**config.mk**
```make
export PLATFORM = sky130hd
export DESIGN_NAME = fetch_decode_reg
export DESIGN_NICKNAME = d
export VERILOG_FILES = /design/src/rtl/fetch_decode_pkg.sv /design/src/rtl/instr_field_split.sv /design/src/rtl/fetch_decode_reg.sv
export SDC_FILE = /design/constraint.sdc
export NUM_CORES = 1
export LEC_CHECK = 0
export ABC_CLOCK_PERIOD_IN_PS = 1700
export CORE_MARGIN = 2
export CORE_UTILIZATION = 40
export DETAILED_ROUTE_END_ITERATION = 8
export HOLD_SLACK_MARGIN = 0.12
export PLACE_DENSITY = 0.78
export RECOVER_POWER = 25
export SLEW_MARGIN = 0
export SYNTH_ARGS = -nofsm -noshare
export SYNTH_HDL_FRONTEND = slang
export SYNTH_SLANG_ARGS = --single-unit
```
**constraint.sdc**
```tcl
create_clock -name clk -period 1.7 [get_ports clk]
set_clock_uncertainty 0.2 [all_clocks]
set_input_delay 0.255 -clock clk [delete_from_list [all_inputs] [get_ports clk]]
set_output_delay 0.255 -clock clk [all_outputs]
set_load 0.02 [all_outputs]
```
**src/rtl/fetch_decode_pkg.sv**
```systemverilog
// fetch_decode_pkg: shared types and constants for the fetch/decode boundary.
//   state_t        : skid-buffer occupancy (EMPTY / ONE / FULL)
//   instr_fields_t : decoded instruction fields, immediate already sign-extended
//   *_MSB/*_LSB    : bit positions of each field in the 32-bit big-endian word
package fetch_decode_pkg;

  localparam int XLEN      = 32;
  localparam int OPCODE_W  = 6;
  localparam int REG_W     = 5;
  localparam int IMM_SRC_W = 16;

  localparam int OPCODE_MSB = 31;
  localparam int OPCODE_LSB = 26;
  localparam int RD_MSB     = 25;
  localparam int RD_LSB     = 21;
  localparam int RS1_MSB    = 20;
  localparam int RS1_LSB    = 16;
  localparam int RS2_MSB    = 15;
  localparam int RS2_LSB    = 11;
  localparam int IMM_MSB    = 15;
  localparam int IMM_LSB    = 0;

  typedef enum logic [1:0] {
    EMPTY = 2'd0,
    ONE   = 2'd1,
    FULL  = 2'd2
  } state_t;

  typedef struct packed {
    logic [OPCODE_W-1:0] opcode;
    logic [REG_W-1:0]    rd;
    logic [REG_W-1:0]    rs1;
    logic [REG_W-1:0]    rs2;
    logic [XLEN-1:0]     imm;
  } instr_fields_t;

endpackage

```
**src/rtl/instr_field_split.sv**
```systemverilog
// instr_field_split: purely combinational slicer of an instruction word into
// instr_fields_t. The 16-bit immediate is sign-extended to DATA_W.
//   instr  : DATA_W instruction word (byte 0 at [31:24])
//   fields : opcode / rd / rs1 / rs2 / imm
// Shared with the decoder, so it carries no state.
module instr_field_split
  import fetch_decode_pkg::*;
#(
  parameter int DATA_W = XLEN,
  parameter int IMM_W  = IMM_SRC_W
) (
  input  logic [DATA_W-1:0] instr,
  output instr_fields_t     fields
);

  always_comb begin
    fields        = '0;
    fields.opcode = instr[OPCODE_MSB:OPCODE_LSB];
    fields.rd     = instr[RD_MSB:RD_LSB];
    fields.rs1    = instr[RS1_MSB:RS1_LSB];
    // rs2 overlaps the top of the immediate; the opcode decides which is live.
    fields.rs2    = instr[RS2_MSB:RS2_LSB];
    fields.imm    = {{(DATA_W-IMM_W){instr[IMM_W-1]}}, instr[IMM_W-1:0]};
  end

endmodule

```
**src/rtl/fetch_decode_reg.sv**
```systemverilog
// fetch_decode_reg: 2-entry skid buffer between fetch and decode.
//   clk, rst (async, active-low), flush (sync, highest priority)
//   in_valid/in_ready/in_pc/in_instr : fetch side handshake
//   out_valid/out_ready/out_pc/out_instr + decoded fields : decode side
// The main register always drives the outputs; the skid register only holds
// the word accepted while downstream stalls. in_ready comes from the state
// register alone, so there is no out_ready -> in_ready combinational path.
// Optional: define FETCH_DECODE_STALL_CNT_EN to add the 16-bit saturating
// stall_cnt output (cycles with out_valid=1 and out_ready=0; cleared only by rst).
module fetch_decode_reg
  import fetch_decode_pkg::*;
#(
  parameter int DATA_W = 32,
  parameter int PC_W   = 8,
  parameter int IMM_W  = 16
) (
  input  logic                clk,
  input  logic                rst,
  input  logic                flush,
  input  logic                in_valid,
  input  logic [PC_W-1:0]     in_pc,
  input  logic [DATA_W-1:0]   in_instr,
  output logic                in_ready,
  output logic                out_valid,
  input  logic                out_ready,
  output logic [PC_W-1:0]     out_pc,
  output logic [DATA_W-1:0]   out_instr,
  output logic [OPCODE_W-1:0] out_opcode,
  output logic [REG_W-1:0]    out_rd,
  output logic [REG_W-1:0]    out_rs1,
  output logic [REG_W-1:0]    out_rs2,
  output logic [DATA_W-1:0]   out_imm
`ifdef FETCH_DECODE_STALL_CNT_EN
  ,
  output logic [15:0]         stall_cnt
`endif
);

  state_t              state, state_n;
  logic [PC_W-1:0]     main_pc, skid_pc;
  logic [DATA_W-1:0]   main_instr, skid_instr;
  logic                accept, consume;
  logic                ld_main_in, ld_main_skid, ld_skid;
  instr_fields_t       fields;

  assign in_ready  = (state != FULL);
  assign out_valid = (state != EMPTY);
  assign accept    = in_valid & in_ready;
  assign consume   = out_valid & out_ready;

  always_ff @(posedge clk or negedge rst) begin
    if (!rst) state <= EMPTY;
    else      state <= state_n;
  end

  // Flush wins over everything: the word accepted in the same cycle is
  // dropped by simply not loading it. Register contents are left alone.
  always_comb begin
    state_n      = state;
    ld_main_in   = 1'b0;
    ld_main_skid = 1'b0;
    ld_skid      = 1'b0;
    if (flush) begin
      state_n = EMPTY;
    end else begin
      case (state)
        EMPTY: if (accept) begin
          state_n    = ONE;
          ld_main_in = 1'b1;
        end
        ONE: begin
          if (accept && !consume) begin
            state_n = FULL;
            ld_skid = 1'b1;
          end else if (accept && consume) begin
            ld_main_in = 1'b1;
          end else if (consume) begin
            state_n = EMPTY;
          end
        end
        FULL: if (consume) begin
          state_n      = ONE;
          ld_main_skid = 1'b1;
        end
        default: state_n = EMPTY;
      endcase
    end
  end

  always_ff @(posedge clk or negedge rst) begin
    if (!rst) begin
      main_pc    <= '0;
      main_instr <= '0;
      skid_pc    <= '0;
      skid_instr <= '0;
    end else begin
      if (ld_main_in) begin
        main_pc    <= in_pc;
        main_instr <= in_instr;
      end else if (ld_main_skid) begin
        main_pc    <= skid_pc;
        main_instr <= skid_instr;
      end
      if (ld_skid) begin
        skid_pc    <= in_pc;
        skid_instr <= in_instr;
      end
    end
  end

  instr_field_split #(.DATA_W(DATA_W), .IMM_W(IMM_W)) u_split (
    .instr  (main_instr),
    .fields (fields)
  );

  assign out_pc     = main_pc;
  assign out_instr  = main_instr;
  assign out_opcode = fields.opcode;
  assign out_rd     = fields.rd;
  assign out_rs1    = fields.rs1;
  assign out_rs2    = fields.rs2;
  assign out_imm    = fields.imm;

`ifdef FETCH_DECODE_STALL_CNT_EN
  always_ff @(posedge clk or negedge rst) begin
    if (!rst)
      stall_cnt <= '0;
    else if (out_valid && !out_ready && (stall_cnt != 16'hFFFF))
      stall_cnt <= stall_cnt + 16'd1;
  end
`endif

endmodule

```
==> results of run 1 <==
[synth_stat cells, types with 2 or more instances]
library cell	instances
buf_4	57
buf_6	5
a221o_1	40
clkbuf_1	4
mux2_2	40
dfrtp_1	82
nand2_1	2
and2_1	40
buf_2	4
[what timing repair did]
item	in CTS	in global routing
gates resized for setup	108	36
pin swaps	2	1
endpoints found under the hold margin	82	0
setup buffers	2	3
hold buffers	1	0
cloned	1	4
endpoints found under the setup margin	152	77
[worst max-delay path, delay by kind of cell]
kind,cells,cell delay (ps)
buffers and inverters,3,810
AND/OR/NAND/NOR,2,430
AO/OA/AOI/OAI,1,250
[logic make-up (layout without fill, tap and decap cells)]
logic type             after synthesis  count (layout)  synth area share
AOI/OAI and AO/OA                   43              43             0.113
buffers and inverters               71             173             0.138
DFF                                 82              82             0.541
and+or+nand+nor                     52              55            0.0891
muxes                               40              40             0.119
[final cells by class]
| cell class | instances | area share |
|---|---|---|
| clock buffers | 10 | 0.0268 |
| well taps | 111 | 0.0270 |
| clock inverters | 5 | 0.0107 |
| inverters | 1 | 0.000730 |
| multi-input cells | 138 | 0.248 |
| repair buffers | 157 | 0.287 |
| flip-flops and latches | 82 | 0.400 |
[layer usage]
layer | up-vias | global-route usage | wire length [um]
li1 | 1194 | - | -
met1 | 1304 | 0.201 | 3760
met2 | 109 | 0.281 | 4340
met3 | 13 | 0.0380 | 525
met4 | 0 | 0.0457 | 99
met5 | - | 0 | 0
[where the power goes]
part	switching [mW]	total, mW	leakage [nW]	internal (mW)
Clock	0.683	1.39	0.0941	0.706
Sequential	0.229	2.60	1.01	2.37
Combinational	0.877	1.70	1.35	0.821
Total	1.79	5.69	2.46	3.90
[metrics by stage]
stage          power, mW  worst slack [ps]
2_1_floorplan       3.83              95.2
3_3_place_gp        4.51              -349
3_5_place_dp        4.57              -422
4_1_cts             5.72             -2.33
5_1_grt             6.00             -47.6
6_report            5.69             -27.9
[state kept, by name (all words and copies together) (netlist names)]
register and count:
out_instr 32, skid_pc 8, state 2, skid_instr 32
out_pc 8
[worst min-delay path by stage]
stage | slack (ps) | cells after the start | start | to
6_report | 300 | 1 | skid_instr[11]$_DFFE_PN0P_ | skid_instr[11]$_DFFE_PN0P_
5_1_grt | 310 | 1 | skid_instr[1]$_DFFE_PN0P_ | skid_instr[1]$_DFFE_PN0P_
4_1_cts | 290 | 3 | rst | out_instr[23]$_DFFE_PN0P_
3_5_place_dp | 110 | 2 | rst | out_instr[23]$_DFFE_PN0P_
3_3_place_gp | 110 | 2 | rst | out_instr[23]$_DFFE_PN0P_
2_1_floorplan | -240 | 0 | rst | out_instr[0]$_DFFE_PN0P_
==> reports/metrics.yaml, run 1 <==
status: "finished, violations left"
violations: "negative setup slack"
timing.rr.start: "state[0]$_DFFE_PN0P_"
dp.final_hpwl_mm: 5.32
drtIter0Drc: 71
coreArea_um2: 9200
layout-drive-gt1-share: 0.252
fin_ws_ps: -27.9
r2r_slack_ps: -20
timing.setup.tns_ps: -626
synth_top_area_frac: 0.541
drcViolationCount: 0
die-area_um2: 10300
synth_ff_type: "dfrtp_1"
drv_cap: 0
tightest_slew_ps: 736
grt_use_total: 0.161
fin_nets: 434
p_leak_nw: 2.46
gp_congestion: 0.773
max_stage_delay_ps: 540
register_area_um2: 2060
async_flop_share: 1.00
cts_tree: "yes"
wirelength_mm: 8.73
ys_top_cells_by_area: "dfrtp_1 (54%), mux2_2 (12%), buf_4 (11%), a221o_1 (11%), and2_1 (6.6%)"
vias: 2620
cp_slowest_cell: "clkdlybuf4s50_1"
crit_chain: "clkdlybuf4s50_1, and4bb_4, buf_4, buf_12, and2_1, a221o_1"
crit_arrival_ps: 1760
clk_pin_slew_ps: 80
root_buffer: "clkbuf_8"
grt_overflow: 0
final_cell_mix: "dfrtp_1 (79), dlygate4sd2_1 (74), clkdlybuf4s50_1 (43)"
syn_inst: 288
diodes: 0
ys_seq_area_frac: 0.541
ant_nets: 0
reg2regPathDepth: 4
crit_path_end: "out_instr[22]$_DFFE_PN0P_"
area_delta_synth_final_pct: 35.7
ys_types: 23
wl_per_cell_um: 17.3
grt_pass1_vias: 2526
cts_buffer_depth: 2
ios: 140
cts_buffers: 9
cts_sinks: 82
grt_max_degree: 83
hp-class: "reg -> reg"
startpoint: "flush"
critPathRequiredTime_ps: 1730
portBuffers: 139
die_w_um: 101
rsz0062_at_grt: "true"
dp_cells: 478
ys_seq_elements: 82
initial_core_util: 0.412
r2r_end: "out_instr[5]$_DFFE_PN0P_"
synth_edf_count: 0
layout_commonest_cell: "dfrtp_1"
finalCritPeriodShare: 1.02
criticalPathCategory: "in -> reg"
worstSetupEndpointType: "flip-flop"
h-tree-depth: 3
post_dp_cell_area_um2: 4950
worstSetupStartpointType: "primary input"
synth_top_cell_by_area: "dfrtp_1"
firstDrtPassIters: 4
power_density_nw_per_um2: 1110
multiInputGateArea_um2: 1270
slew_headroom: 0.509
die_y_um: 101
syn_area_um2: 3790
row_count: 35
fmax_mhz: 579
avgSynthCellArea_um2: 13.2
yosys_warnings: 0
final_cells: 504
fin_util: 0.559
fill_cells: 810
slew_viol_final: 0
fin_crit_ps: 1730
hold_slack_ps: 300
setup_viol: 35
clk_latency_ps: 340
antenna_found_initial: 0
ir_drop_v: 0.000482
syn-num-nets: 333
hold_viol_final: 0
postLayoutCellArea_um2: 5140
grt_pass1_wl_mm: 12.9
viasPerCell: 5.20
crit_fanout: 17
(Power assumes the default switching activity.)
==> run 2, diff against run 1 <==
RECOVER_POWER = not set   (was 25)
==> reports/metrics.yaml, run 2 (synthesized netlist as in run 1, its figures left out) <==
status: "finished, violations left"
violations: "negative setup slack"
gp_congestion: 0.773
drv_cap: 0
max_stage_delay_ps: 540
vias: 2616
crit_chain: "clkdlybuf4s50_1, and4bb_4, buf_4, buf_12, and2_1, a221o_1"
worstSetupStartpointType: "primary input"
clk_latency_ps: 340
area_delta_synth_final_pct: 35.9
rsz0062_at_grt: "true"
ir_drop_v: 0.000482
initial_core_util: 0.412
startpoint: "flush"
finalCritPeriodShare: 1.02
wirelength_mm: 8.73
grt_pass1_vias: 2526
grt_overflow: 0
fill_cells: 809
dp.final_hpwl_mm: 5.32
cp_slowest_cell: "clkdlybuf4s50_1"
register_area_um2: 2060
grt_use_total: 0.161
tightest_slew_ps: 439
setup_viol: 35
slew_headroom: 0.707
cts_tree: "yes"
portBuffers: 139
firstDrtPassIters: 4
layout_commonest_cell: "dfrtp_1"
worstSetupEndpointType: "flip-flop"
final_cell_mix: "dfrtp_1 (79), dlygate4sd2_1 (74), clkdlybuf4s50_1 (43)"
crit_fanout: 17
die-area_um2: 10300
dp_cells: 478
drtIter0Drc: 71
hp-class: "in -> async"
viasPerCell: 5.19
power_density_nw_per_um2: 1110
pre_cts_ws_ps: -422
fin_crit_ps: 1730
critPathRequiredTime_ps: 1730
root_buffer: "clkbuf_8"
fin_ws_ps: -27.9
hold_viol_final: 0
fmax_mhz: 579
diodes: 0
drcViolationCount: 0
slew_viol_final: 0
die_w_um: 101
layout-drive-gt1-share: 0.252
grt_max_degree: 83
row_count: 35
multiInputGateArea_um2: 1270
ant_nets: 0
h-tree-depth: 3
p_leak_nw: 2.46
clk_pin_slew_ps: 80
cts_buffers: 9
criticalPathCategory: "in -> reg"
ios: 140
antenna_found_initial: 0
timing.rr.start: "state[0]$_DFFE_PN0P_"
final_cells: 504
cts_sinks: 82
wl_per_cell_um: 17.3
grt_pass1_wl_mm: 12.9
coreArea_um2: 9200
crit_arrival_ps: 1760
die_y_um: 101
fin_nets: 434
cts_buffer_depth: 2
power_mw: 5.69
## run 2: final timing paths
kind	endpoint	slack (ps)	depth (start not counted)
worst max-delay path	out_instr[22]$_DFFE_PN0P_	-30	6
worst min-delay path	skid_instr[23]$_DFFE_PN0P_	270	3
worst max register to register	out_instr[5]$_DFFE_PN0P_	-20	4
worst min register to register	skid_instr[11]$_DFFE_PN0P_	300	1
max in group asynchronous	state[1]$_DFFE_PN0P_	660	3
min in group clk	skid_instr[11]$_DFFE_PN0P_	300	1
## run 2: final cells by class
cell class,instances,share of cell area
multi-input combinational,138,0.247
timing repair buffer,157,0.289
tap,111,0.0270
inverter,1,0.000729
clock buffer,10,0.0267
sequential,82,0.399
clock inverter,5,0.0107
## run 2: where the power goes
group,total [mW],switching [mW],internal (mW),leakage [nW]
sequential,2.60,0.229,2.37,1.01
clock,1.39,0.684,0.706,0.0941
combinational,1.70,0.878,0.824,1.36
total,5.69,1.79,3.90,2.46
## run 2: layer usage
metal  vias up  track usage  wire (um)
met5         -            0          0
met4         0       0.0457         99
met3        13       0.0380        524
met2       109        0.281       4340
met1      1300        0.201       3760
li1       1194            -          -
## run 2: timing repair
item / 4_1_cts / 5_1_grt
gates resized for setup: 108 / 36
hold endpoints to repair: 82 / 0
pin swaps: 2 / 1
setup endpoints to repair: 152 / 77
gates cloned: 1 / 4
setup buffers: 2 / 3
hold buffers: 1 / 0
## run 2: metrics by stage
stage	area (um2)	hold WS [ps]	TNS (ps)	utilization
3_5_place_dp	4950	115	-31420	0.538
3_3_place_gp	4950	112	-25540	0.538
6_report	5150	274	-626	0.560
2_1_floorplan	3790	-241	0	-
4_1_cts	5070	287	-3.23	0.552
5_1_grt	5150	292	-1470	0.560
## run 2: worst max-delay path: cells and delay by family
| kind | cells | cell delay (ps) |
|---|---|---|
| and+or+nand+nor | 2 | 430 |
| buffers and inverters | 3 | 810 |
| AOI/OAI and AO/OA | 1 | 250 |
